$ cat config.mk
export PLATFORM = sky130hd
export DESIGN_NAME = rx_frame_gate
export DESIGN_NICKNAME = d
export VERILOG_FILES = /design/src/rtl/rio_pkg.sv /design/src/rtl/rio_watchdog.sv /design/src/rtl/rx_frame_gate.sv
export SDC_FILE = /design/constraint.sdc
export NUM_CORES = 1
export LEC_CHECK = 0
export ABC_AREA = 1
export BUFFER_PORTS_ARGS = -buffer_cell sky130_fd_sc_hd__buf_2
export CORE_AREA = 2 2 214 216
export DETAILED_ROUTE_END_ITERATION = 6
export DIE_AREA = 0 0 216 218
export PLACE_DENSITY = 0.67
export SLEW_MARGIN = 20
export SYNTH_ARGS = -nofsm -noshare
export SYNTH_HDL_FRONTEND = slang
export SYNTH_SLANG_ARGS = --single-unit
$ cat constraint.sdc
create_clock -name clk -period 3.8 [get_ports clk]
set_input_delay 0.19 -clock clk [delete_from_list [all_inputs] [get_ports clk]]
set_output_delay 0.19 -clock clk [all_outputs]
set_load 0.01 [all_outputs]
$ cat src/rtl/rio_pkg.sv
// Shared constants, state encoding and header helpers for the remote-IO SPI frame path.
package rio_pkg;

  localparam logic [31:0] MSGID_WRTI = 32'h74697277;
  localparam logic [31:0] HDR_DATA   = 32'h64617461;
  localparam logic [31:0] HDR_ESTP   = 32'h65737470;

  typedef enum logic [1:0] {
    ST_IDLE    = 2'd0,
    ST_RUN     = 2'd1,
    ST_TIMEOUT = 2'd2,
    ST_FAULT   = 2'd3
  } gate_state_e;

  // Headers travel LSB byte first, so the top 32 frame bits are byte-reversed.
  function automatic logic [31:0] bswap32(input logic [31:0] w);
    return {w[7:0], w[15:8], w[23:16], w[31:24]};
  endfunction

endpackage

$ cat src/rtl/rio_watchdog.sv
// Comms-loss watchdog: counts cycles since the last kick, saturating at LIMIT-1.
module rio_watchdog #(
  parameter int unsigned LIMIT = 6750000
) (
  input  logic clk,
  input  logic rst_n,
  input  logic kick,
  output logic expired
);

  localparam int unsigned CW = $clog2(LIMIT);
  localparam logic [CW-1:0] CNT_MAX = CW'(LIMIT - 1);

  logic [CW-1:0] cnt;

  always_ff @(posedge clk) begin
    if (!rst_n) begin
      cnt <= '0;
    end else if (kick) begin
      cnt <= '0;
    end else if (cnt != CNT_MAX) begin
      cnt <= cnt + CW'(1);
    end
  end

  assign expired = (cnt == CNT_MAX);

endmodule

$ cat src/rtl/rx_frame_gate.sv
// Validates incoming SPI frames by header, forwards good ones, blanks outputs on
// comms loss or repeated bad headers, and registers the outgoing tx header.
module rx_frame_gate
  import rio_pkg::*;
#(
  parameter int unsigned BUFFER_SIZE = 248,
  parameter logic [31:0] MSGID       = MSGID_WRTI,
  parameter int unsigned TIMEOUT     = 32'd6750000,
  parameter int unsigned MAX_BAD     = 3
) (
  input  logic                   clk,
  input  logic                   rst_n,
  input  logic                   frame_valid,
  input  logic [BUFFER_SIZE-1:0] rx_data,
  input  logic                   estop,
  output logic [BUFFER_SIZE-1:0] rx_data_q,
  output logic                   frame_strobe,
  output logic [15:0]            frame_cnt,
  output logic [7:0]             bad_cnt,
  output logic                   timeout,
  output logic [31:0]            header_tx
);

  localparam logic [3:0] BAD_LIM = 4'(MAX_BAD);

  function automatic logic [7:0] sat_inc8(input logic [7:0] v);
    return (v == 8'hFF) ? v : v + 8'd1;
  endfunction

  function automatic logic [3:0] sat_inc_run(input logic [3:0] v);
    return (v == BAD_LIM) ? v : v + 4'd1;
  endfunction

  gate_state_e              state, state_nxt;
  logic                     vld_p0, hdr_ok_p0;
  logic [BUFFER_SIZE-1:0]   rx_data_p0;
  logic                     hdr_ok, good, bad;
  logic                     fwd, clr_q, wd_kick, wd_expired;
  logic                     fault_arm, fault_arm_nxt;
  logic [3:0]               bad_run;

  assign hdr_ok = (bswap32(rx_data[BUFFER_SIZE-1 -: 32]) == MSGID);

  // ---- stage p0: capture frame and header verdict ----
  always_ff @(posedge clk) begin
    if (!rst_n) begin
      vld_p0    <= 1'b0;
      hdr_ok_p0 <= 1'b0;
    end else begin
      vld_p0    <= frame_valid;
      hdr_ok_p0 <= hdr_ok;
    end
  end

  always_ff @(posedge clk) begin
    rx_data_p0 <= rx_data;
  end

  // ---- stage p1: FSM, latching and counters ----
  assign good = vld_p0 && hdr_ok_p0;
  assign bad  = vld_p0 && !hdr_ok_p0;

  // Watchdog only runs while in RUN; anything else holds it at zero.
  assign wd_kick = (state != ST_RUN) || good;

  rio_watchdog #(.LIMIT(TIMEOUT)) u_watchdog (
    .clk     (clk),
    .rst_n   (rst_n),
    .kick    (wd_kick),
    .expired (wd_expired)
  );

  always_comb begin
    state_nxt     = state;
    fwd           = 1'b0;
    clr_q         = 1'b0;
    fault_arm_nxt = fault_arm;
    case (state)
      ST_IDLE, ST_TIMEOUT: begin
        if (good) begin
          state_nxt = ST_RUN;
          fwd       = 1'b1;
        end
      end
      ST_RUN: begin
        if (good) begin
          fwd = 1'b1;
        end else if (bad && (sat_inc_run(bad_run) == BAD_LIM)) begin
          state_nxt     = ST_FAULT;
          clr_q         = 1'b1;
          fault_arm_nxt = 1'b0;
        end else if (wd_expired) begin
          state_nxt = ST_TIMEOUT;
          clr_q     = 1'b1;
        end
      end
      ST_FAULT: begin
        // Recovery needs two good frames in a row; the first only arms it.
        if (good) begin
          if (fault_arm) begin
            state_nxt     = ST_RUN;
            fwd           = 1'b1;
            fault_arm_nxt = 1'b0;
          end else begin
            fault_arm_nxt = 1'b1;
          end
        end else if (bad) begin
          fault_arm_nxt = 1'b0;
        end
      end
      default: state_nxt = ST_IDLE;
    endcase
  end

  always_ff @(posedge clk) begin
    if (!rst_n) begin
      state        <= ST_IDLE;
      fault_arm    <= 1'b0;
      bad_run      <= '0;
      rx_data_q    <= '0;
      frame_strobe <= 1'b0;
      frame_cnt    <= '0;
      bad_cnt      <= '0;
      timeout      <= 1'b1;
      header_tx    <= HDR_DATA;
    end else begin
      state        <= state_nxt;
      fault_arm    <= fault_arm_nxt;
      frame_strobe <= fwd;
      if (fwd) begin
        rx_data_q <= rx_data_p0;
      end else if (clr_q) begin
        rx_data_q <= '0;
      end
      if (good) begin
        frame_cnt <= frame_cnt + 16'd1;
        bad_run   <= '0;
      end else if (bad) begin
        bad_cnt <= sat_inc8(bad_cnt);
        bad_run <= sat_inc_run(bad_run);
      end
      timeout   <= (state != ST_RUN);
      header_tx <= (estop || state == ST_FAULT) ? HDR_ESTP : HDR_DATA;
    end
  end

endmodule
==> results of run 1 <==
==> timing repair <==
action                                 4_1_cts  5_1_grt
resized for setup                            0        0
hold buffers                               250        0
endpoints found under the hold margin      252        0
buffers inserted                             0        0
==> how the worst max path moves through the flow <==
stage | startpoint | slack [ns] | to
after global routing | bad_run[0] | 1.12 | rx_data_q[228]
after CTS | bad_run[0] | 1.29 | rx_data_q[228]
after detailed placement | rst_n | 1.26 | rx_data_q[171]
final | bad_run[0] | 1.28 | rx_data_q[228]
after global placement | rst_n | 1.33 | rx_data_q[171]
after floorplan | bad_run[0] | 2.08 | rx_data_q[27]
==> critical path: stages (launching register included) <==
cell	delay, ns
dfxtp_1	0.41
ha_1	0.27
inv_1	0.06
nand2_1	0.05
nand2_1	0.06
nand2_1	0.10
inv_2	0.04
nor2_2	0.08
nand3_2	0.10
nand2_2	0.11
nand2_4	0.07
nand2_8	0.47
buf_4	0.43
o21ai_1	0.11
==> synthesized netlist by cell type, drive strengths merged <==
library cell / count / area [um^2]
nand2: 592 / 2250
nor2: 56 / 253
o21a: 2 / 15.0
nand3b: 1 / 7.51
dfxtp: 556 / 11100
a211oi: 1 / 7.51
a31oi: 3 / 18.8
and3: 1 / 6.26
xor2: 3 / 26.3
nor3b: 1 / 7.51
a21oi: 40 / 200
clkbuf: 31 / 116
nor4: 5 / 46.3
o21ai: 275 / 2130
buf: 86 / 855
nand4: 14 / 87.6
or2: 1 / 6.26
o21bai: 1 / 7.51
conb: 2 / 7.51
xnor2: 2 / 17.5
nand3: 28 / 150
nor3: 15 / 80.1
clkinv: 1 / 3.75
nor4b: 1 / 8.76
a31o: 1 / 8.76
inv: 78 / 293
ha: 4 / 50.1
==> per-stage QoR <==
stage          cell area, um^2  hold slack [ns]
6_report                 25000            0.196
5_1_grt                  25000            0.207
4_1_cts                  25000            0.173
3_5_place_dp             20500            0.294
3_3_place_gp             20500            0.292
2_1_floorplan            17900            0.218
==> registers in the layout, indices dropped and copies added, names as in the netlist, 2 cells and up <==
signal,count
frame_cnt,16
bad_run,4
bad_cnt,8
u_watchdog.cnt,23
rx_data_p0,248
state,2
header_tx,2
rx_data_q,248
==> power breakdown <==
part | internal, mW | total (mW) | leakage (nW) | switching [mW]
registers | 5.98 | 6.03 | 4.57 | 0.0487
clock network | 3.56 | 5.80 | 0.958 | 2.24
logic | 0.283 | 0.489 | 5.61 | 0.206
total | 9.82 | 12.3 | 11.1 | 2.49
==> cell type report <==
type,instances,area [um^2]
clock buffer,78,1610
tap,600,751
sequential,556,11100
multi-input combinational,1074,5490
fill,3700,19900
clock inverter,19,348
antenna,3,7.51
timing repair buffer,797,5350
inverter,79,297
==> per-layer routing <==
metal	part of all wire, %	wire length, um
met4	4.7	2340
met2	50	25100
met5	0	0
met3	6.1	3050
met1	39	19500
==> logic make-up after synthesis <==
| family | after synthesis | share of synthesized area (%) |
|---|---|---|
| compound gates | 323 | 13.4 |
| other cells | 2 | 0.0422 |
| xor+xnor | 5 | 0.246 |
| fa+ha+maj | 4 | 0.281 |
| simple gates | 715 | 16.3 |
| buf+inv | 196 | 7.12 |
| flops | 556 | 62.6 |
==> key figures, run 1 <==
Power and ir drop
  • Static Leak: 11.1 nW
  • PwrDens: 493 mW/mm^2
  • Total power: about 12 mW
  • Peak supply drop: 0.000460 V

Placement
  • Pre-CTS setup slack: between 1 and 1.5 ns
  • Final Wtd Congestion: between 0.8 and 0.9
  • Placed instance count: 2856
  • DP HPWL: 32.3 mm
  • Port buffer count: between 500 and 600

Synth
  • Mean Syn Cell Area: between 9 and 10 um^2
  • Post-synth cell types: 42
  • Sequential area share after synthesis: 62.6%
  • FF+latch count, synth: 556
  • Post-Syn Area: 0.0178 mm^2
  • Mapped Cells: 1801
  • Yosys warns: 0

GRT
  • Pin count of the biggest net entering global routing: 143
  • Layer with the highest usage: met2
  • First-pass GRT wire length: 77.7 mm
  • Initial antenna violation count: 3
  • Vias in the first global route: 15000
  • GRT Util Overall: between 20% and 30%
  • Global routing usage on met2: ~36%
  • Met1 Resource Use GR: 23.2%
  • Grt ovf: 0
  • GR Util met3: 4.46%

STA
  • Max Freq: 0.396 GHz
  • Rel. slew slack: a little over a third
  • Setup violations, final: 0
  • TNS Setup: 0 ns
  • Max Slew Vio Count: 0
  • Final hold vios: 0
  • RSZ-0062 raised after global routing: no
  • Min cycle time layout: 2.52 ns
  • Clock Skew: 0.0162 ns
  • Worst-margin pin slew: approximately 0.96 ns
  • Setup ws final: around 1.3 ns
  • Final period util: approximately two thirds

Run status
  • Status: finished clean

Floorplan
  • Core ar.: 0.0449 mm^2
  • # IOs: 558
  • Rows: roughly 80
  • Die ar.: ~0.047 mm^2
  • Die height: 218 um
  • Starting Density: 39.6%
  • Die width: about 220 um

Cells and area
  • Most frequent cells in the layout: 587 x nand2_1, 556 x dfxtp_1, 529 x buf_2, 250 x dlygate4sd3_1, 200 x o21ai_2
  • Layout area overhead: 40.5%
  • Commonest non-fill, non-tap cell in the layout: nand2_1
  • Util after Layout: 55.7%
  • Layout cells sized above 1: 33.2%
  • Final-stage net count: 2819
  • Post-Layout Cell Count: 3206

Clock tree
  • CTS tree: yes
  • Worst-skew pair later-pin latency: 0.59 ns
  • Clock Sinks: 556
  • Total clock buffers created by CTS: 55
  • Clk pin slew, worst setup/hold paths: 0.06 ns
  • Clock Path Buffers: 3
  • CTS root buf: clkbuf_16
  • H-tree depth reported by CTS: 2

Setup path
  • Crit path arrival time: about 3 ns
  • R2R Path Start: bad_run[0]
  • R2R Path End: rx_data_q[228]
  • Crit-path max FO: 61
  • Reg2Reg Depth: 13
  • R2r setup slk: 1.28 ns
  • Req. time, crit path: about 4.3 ns
  • Crit start category: flip-flop
  • Setup CP Type: reg2reg
  • Crit. End Element: flip-flop

Routing
  • Final wirelength: 50.0 mm
  • Antenna Nets Post-Route: 0
  • Routed vias: 14700
  • Drt pass-1 iters: 4
  • DR WL/cell: 15.6 um
  • DR vias/cell: 4.60
  • DR iter-0 viols: about 740
  • DR DRC count: 0

Hold path
  • Hold Startpoint: rst_n
  • Hold endpoint: rx_data_q[30]
  • Hold depth: 3
  • HP Class: in2reg

Flow run
  • Maxcap violations: 0
No activity file was read; power rests on OpenSTA's default activity.
==> run 2: changes to the inputs <==
--- a/config.mk
+++ b/config.mk
@@ -7,10 +7,10 @@
 export LEC_CHECK = 0
 export ABC_AREA = 1
 export BUFFER_PORTS_ARGS = -buffer_cell sky130_fd_sc_hd__buf_2
-export CORE_AREA = 2 2 214 216
+export CORE_AREA = 2 2 216 218
 export DETAILED_ROUTE_END_ITERATION = 6
-export DIE_AREA = 0 0 216 218
-export PLACE_DENSITY = 0.67
+export DIE_AREA = 0 0 218 220
+export PLACE_DENSITY = 0.66
 export SLEW_MARGIN = 20
 export SYNTH_ARGS = -nofsm -noshare
 export SYNTH_HDL_FRONTEND = slang
==> constraint.sdc (replaced) <==
create_clock -name clk -period 2.5 [get_ports clk]
set_input_delay 0.125 -clock clk [delete_from_list [all_inputs] [get_ports clk]]
set_output_delay 0.125 -clock clk [all_outputs]
set_load 0.01 [all_outputs]
==> key figures, run 2 (same netlist as run 1, synthesis figures left out) <==
Routing
  • Drt pass-1 iters: 5 (+1)
  • Antenna Nets Post-Route: 0 (unchanged)
  • DR DRC count: 0 (unchanged)
  • Routed vias: 14700 (-0.041%)
  • DR vias/cell: 4.56 (-0.88%)
  • DR iter-0 viols: 694 (-6.5%)
  • DR WL/cell: 15.1 um (-2.9%)
  • Final wirelength: 49.0 mm (-2.1%)

GRT
  • Global routing usage on met2: 34.1% (-2.0 points)
  • Layer with the highest usage: met2
  • GRT Util Overall: 19.7% (-0.69 points)
  • Initial antenna violation count: 2 (-1)
  • Pin count of the biggest net entering global routing: 132 (-7.7%)
  • GR Util met3: 5.00% (+0.53 points)
  • Met1 Resource Use GR: 22.5% (-0.63 points)
  • Grt ovf: 0 (unchanged)
  • Vias in the first global route: 14700 (-1.7%)
  • First-pass GRT wire length: 76.2 mm (-1.9%)

Power and ir drop
  • Peak supply drop: 0.000779 V (+69%)
  • Switching share of power: 20.9% (+0.60 points)
  • Combinational power share: 4.0% (about the same)
  • PwrDens: 733 mW/mm^2 (+49%)
  • Internal power: 14.6 mW (+49%)
  • Total power: 18.4 mW (+50%)
  • Sw Pwr: 3.85 mW (+54%)
  • Sequential power share: 49.6% (+0.7 points)
  • Power share of the clock group: 46.3% (-0.8 points)
  • Static Leak: 11.2 nW (+0.85%)

Floorplan
  • Die width: 218 um (+0.93%)
  • Die ar.: 0.0480 mm^2 (+1.9%)
  • Starting Density: 38.8% (-0.84 points)
  • # IOs: 558 (unchanged)
  • Core ar.: 0.0459 mm^2 (+2.2%)
  • Rows: 79 (+1.3%)
  • Die height: 220 um (+0.92%)

STA
  • Max Freq: 0.466 GHz (+18%)
  • RSZ-0062 raised after global routing: no
  • Final period util: 85.8% (+19 points)
  • Rel. slew slack: 50.6% (+15 points)
  • Final hold vios: 0 (unchanged)
  • Min cycle time layout: 2.14 ns (-0.380 ns)
  • Clock Skew: 0.0223 ns (+0.00600 ns)
  • Worst-margin pin slew: 0.741 ns (-0.221 ns)
  • Max Slew Vio Count: 0 (unchanged)
  • Setup violations, final: 0 (unchanged)
  • WHS: 0.157 ns (-0.0387 ns)
  • TNS Setup: 0 ns (unchanged)

Clock tree
  • Post-CTS Setup Inserts: 0 (unchanged)
  • Clock Sinks: 556 (unchanged)
  • Worst-skew pair later-pin latency: 0.60 ns (about the same)
  • Clock Path Buffers: 3 (unchanged)
  • Clk pin slew, worst setup/hold paths: 0.06 ns (about the same)
  • Total clock buffers created by CTS: 56 (+1.8%)
  • CTS tree: yes
  • H-tree depth reported by CTS: 2 (unchanged)
  • CTS root buf: clkbuf_16

Setup path
  • Crit start category: flip-flop
  • R2r setup slk: 0.36 ns (-0.92 ns)
  • Setup CP Type: reg2reg
  • Worst setup startpoint: bad_run[0]
  • Crit-path max FO: 31 (-49%)
  • Req. time, crit path: 2.97 ns (-1.29 ns)
  • Crit. End Element: flip-flop
  • R2R Path Start: bad_run[0]
  • Crit path arrival time: 2.62 ns (-0.37 ns)

Cells and area
  • Commonest non-fill, non-tap cell in the layout: nand2_1
  • Final Instance Area: 0.0252 mm^2 (+0.74%)
  • Most frequent cells in the layout: 587 x nand2_1, 556 x dfxtp_1, 529 x buf_2, 252 x dlygate4sd3_1, 200 x o21ai_2
  • Final-stage net count: 2835 (+0.57%)
  • Largest registers: rx_data_p0: 248 flops, rx_data_q: 248 flops, u_watchdog.cnt: 23 flops
  • Layout cells sized above 1: 33.7% (+0.47 points)
  • Util after Layout: 54.9% (-0.78 points)
  • Layout area overhead: 41.5%

Placement
  • Final Wtd Congestion: 0.824 (-3.5%)
  • DP Area: 0.0207 mm^2 (+1.1%)
  • Port buffer count: 530 (unchanged)
  • DP HPWL: 32.4 mm (+0.21%)

Hold path
  • Hold Startpoint: rx_data[14]
  • HP Class: in2reg

Run status
  • Status: finished clean

Flow run
  • Maxcap violations: 0 (unchanged)
## run 2: cell count changes in the layout (fill, tap and decap cells not counted), moves of 2 or more
cell / previous run / this run
clkbuf_8: 14 / 12
dlygate4sd3_1: 250 / 252
buf_4: 12 / 16
clkinv_2: 4 / 15
buf_12: 5 / 14
bufinv_16: 9 / 5
clkbuf_16: 56 / 58
## run 2: area by class of cell
type	instances	area, um^2
fill	3862	20700
sequential	556	11100
timing repair buffer	812	5580
multi-input combinational	1074	5490
clock buffer	77	1630
tap	607	759
inverter	79	297
clock inverter	25	274
antenna	3	7.51
## run 2: per-layer routing
layer	vias to the layer above	wire (um)
li1	7266	-
met1	6823	19100
met5	-	0
met2	506	24200
met3	143	3510
met4	0	2150
## run 2: per-stage QoR
stage,cells,setup WS (ns)
after floorplan,1826,0.785
after global placement,2876,0.422
after global routing,3232,0.131
after detailed placement,2876,0.369
after CTS,3230,0.353
final,3233,0.356
## run 2: final timing paths
check,to,depth (start not counted)
hold reg to reg,rx_data_q[76],2
setup reg to reg,rx_data_q[185],13
setup / recovery,rx_data_q[185],13
hold / removal,rx_data_p0[14],2
## run 2: critical path, stage by stage (launching register included)
cell and delay [ns]:
dfxtp_1 0.40, ha_1 0.27, inv_1 0.06, nand2_1 0.06
nand2_1 0.05, nand2_1 0.09, inv_2 0.04, nor2_2 0.08
nand3_2 0.10, nand2_2 0.11, nand2_4 0.07, nand2_8 0.27
buf_12 0.28, o21ai_2 0.09
## run 2: power groups by stage
stage	Sequential, mW	Clock, mW	Combinational (mW)
2_1_floorplan	9.33	0	0.199
3_3_place_gp	9.35	0	0.403
3_5_place_dp	9.35	0	0.411
4_1_cts	9.16	8.74	0.738
5_1_grt	9.17	9.14	0.803
6_report	9.16	8.55	0.741
## run 2: what timing repair did
action,4_1_cts,5_1_grt
resized for setup,0,0
endpoints found under the hold margin,283,0
hold buffers,252,0
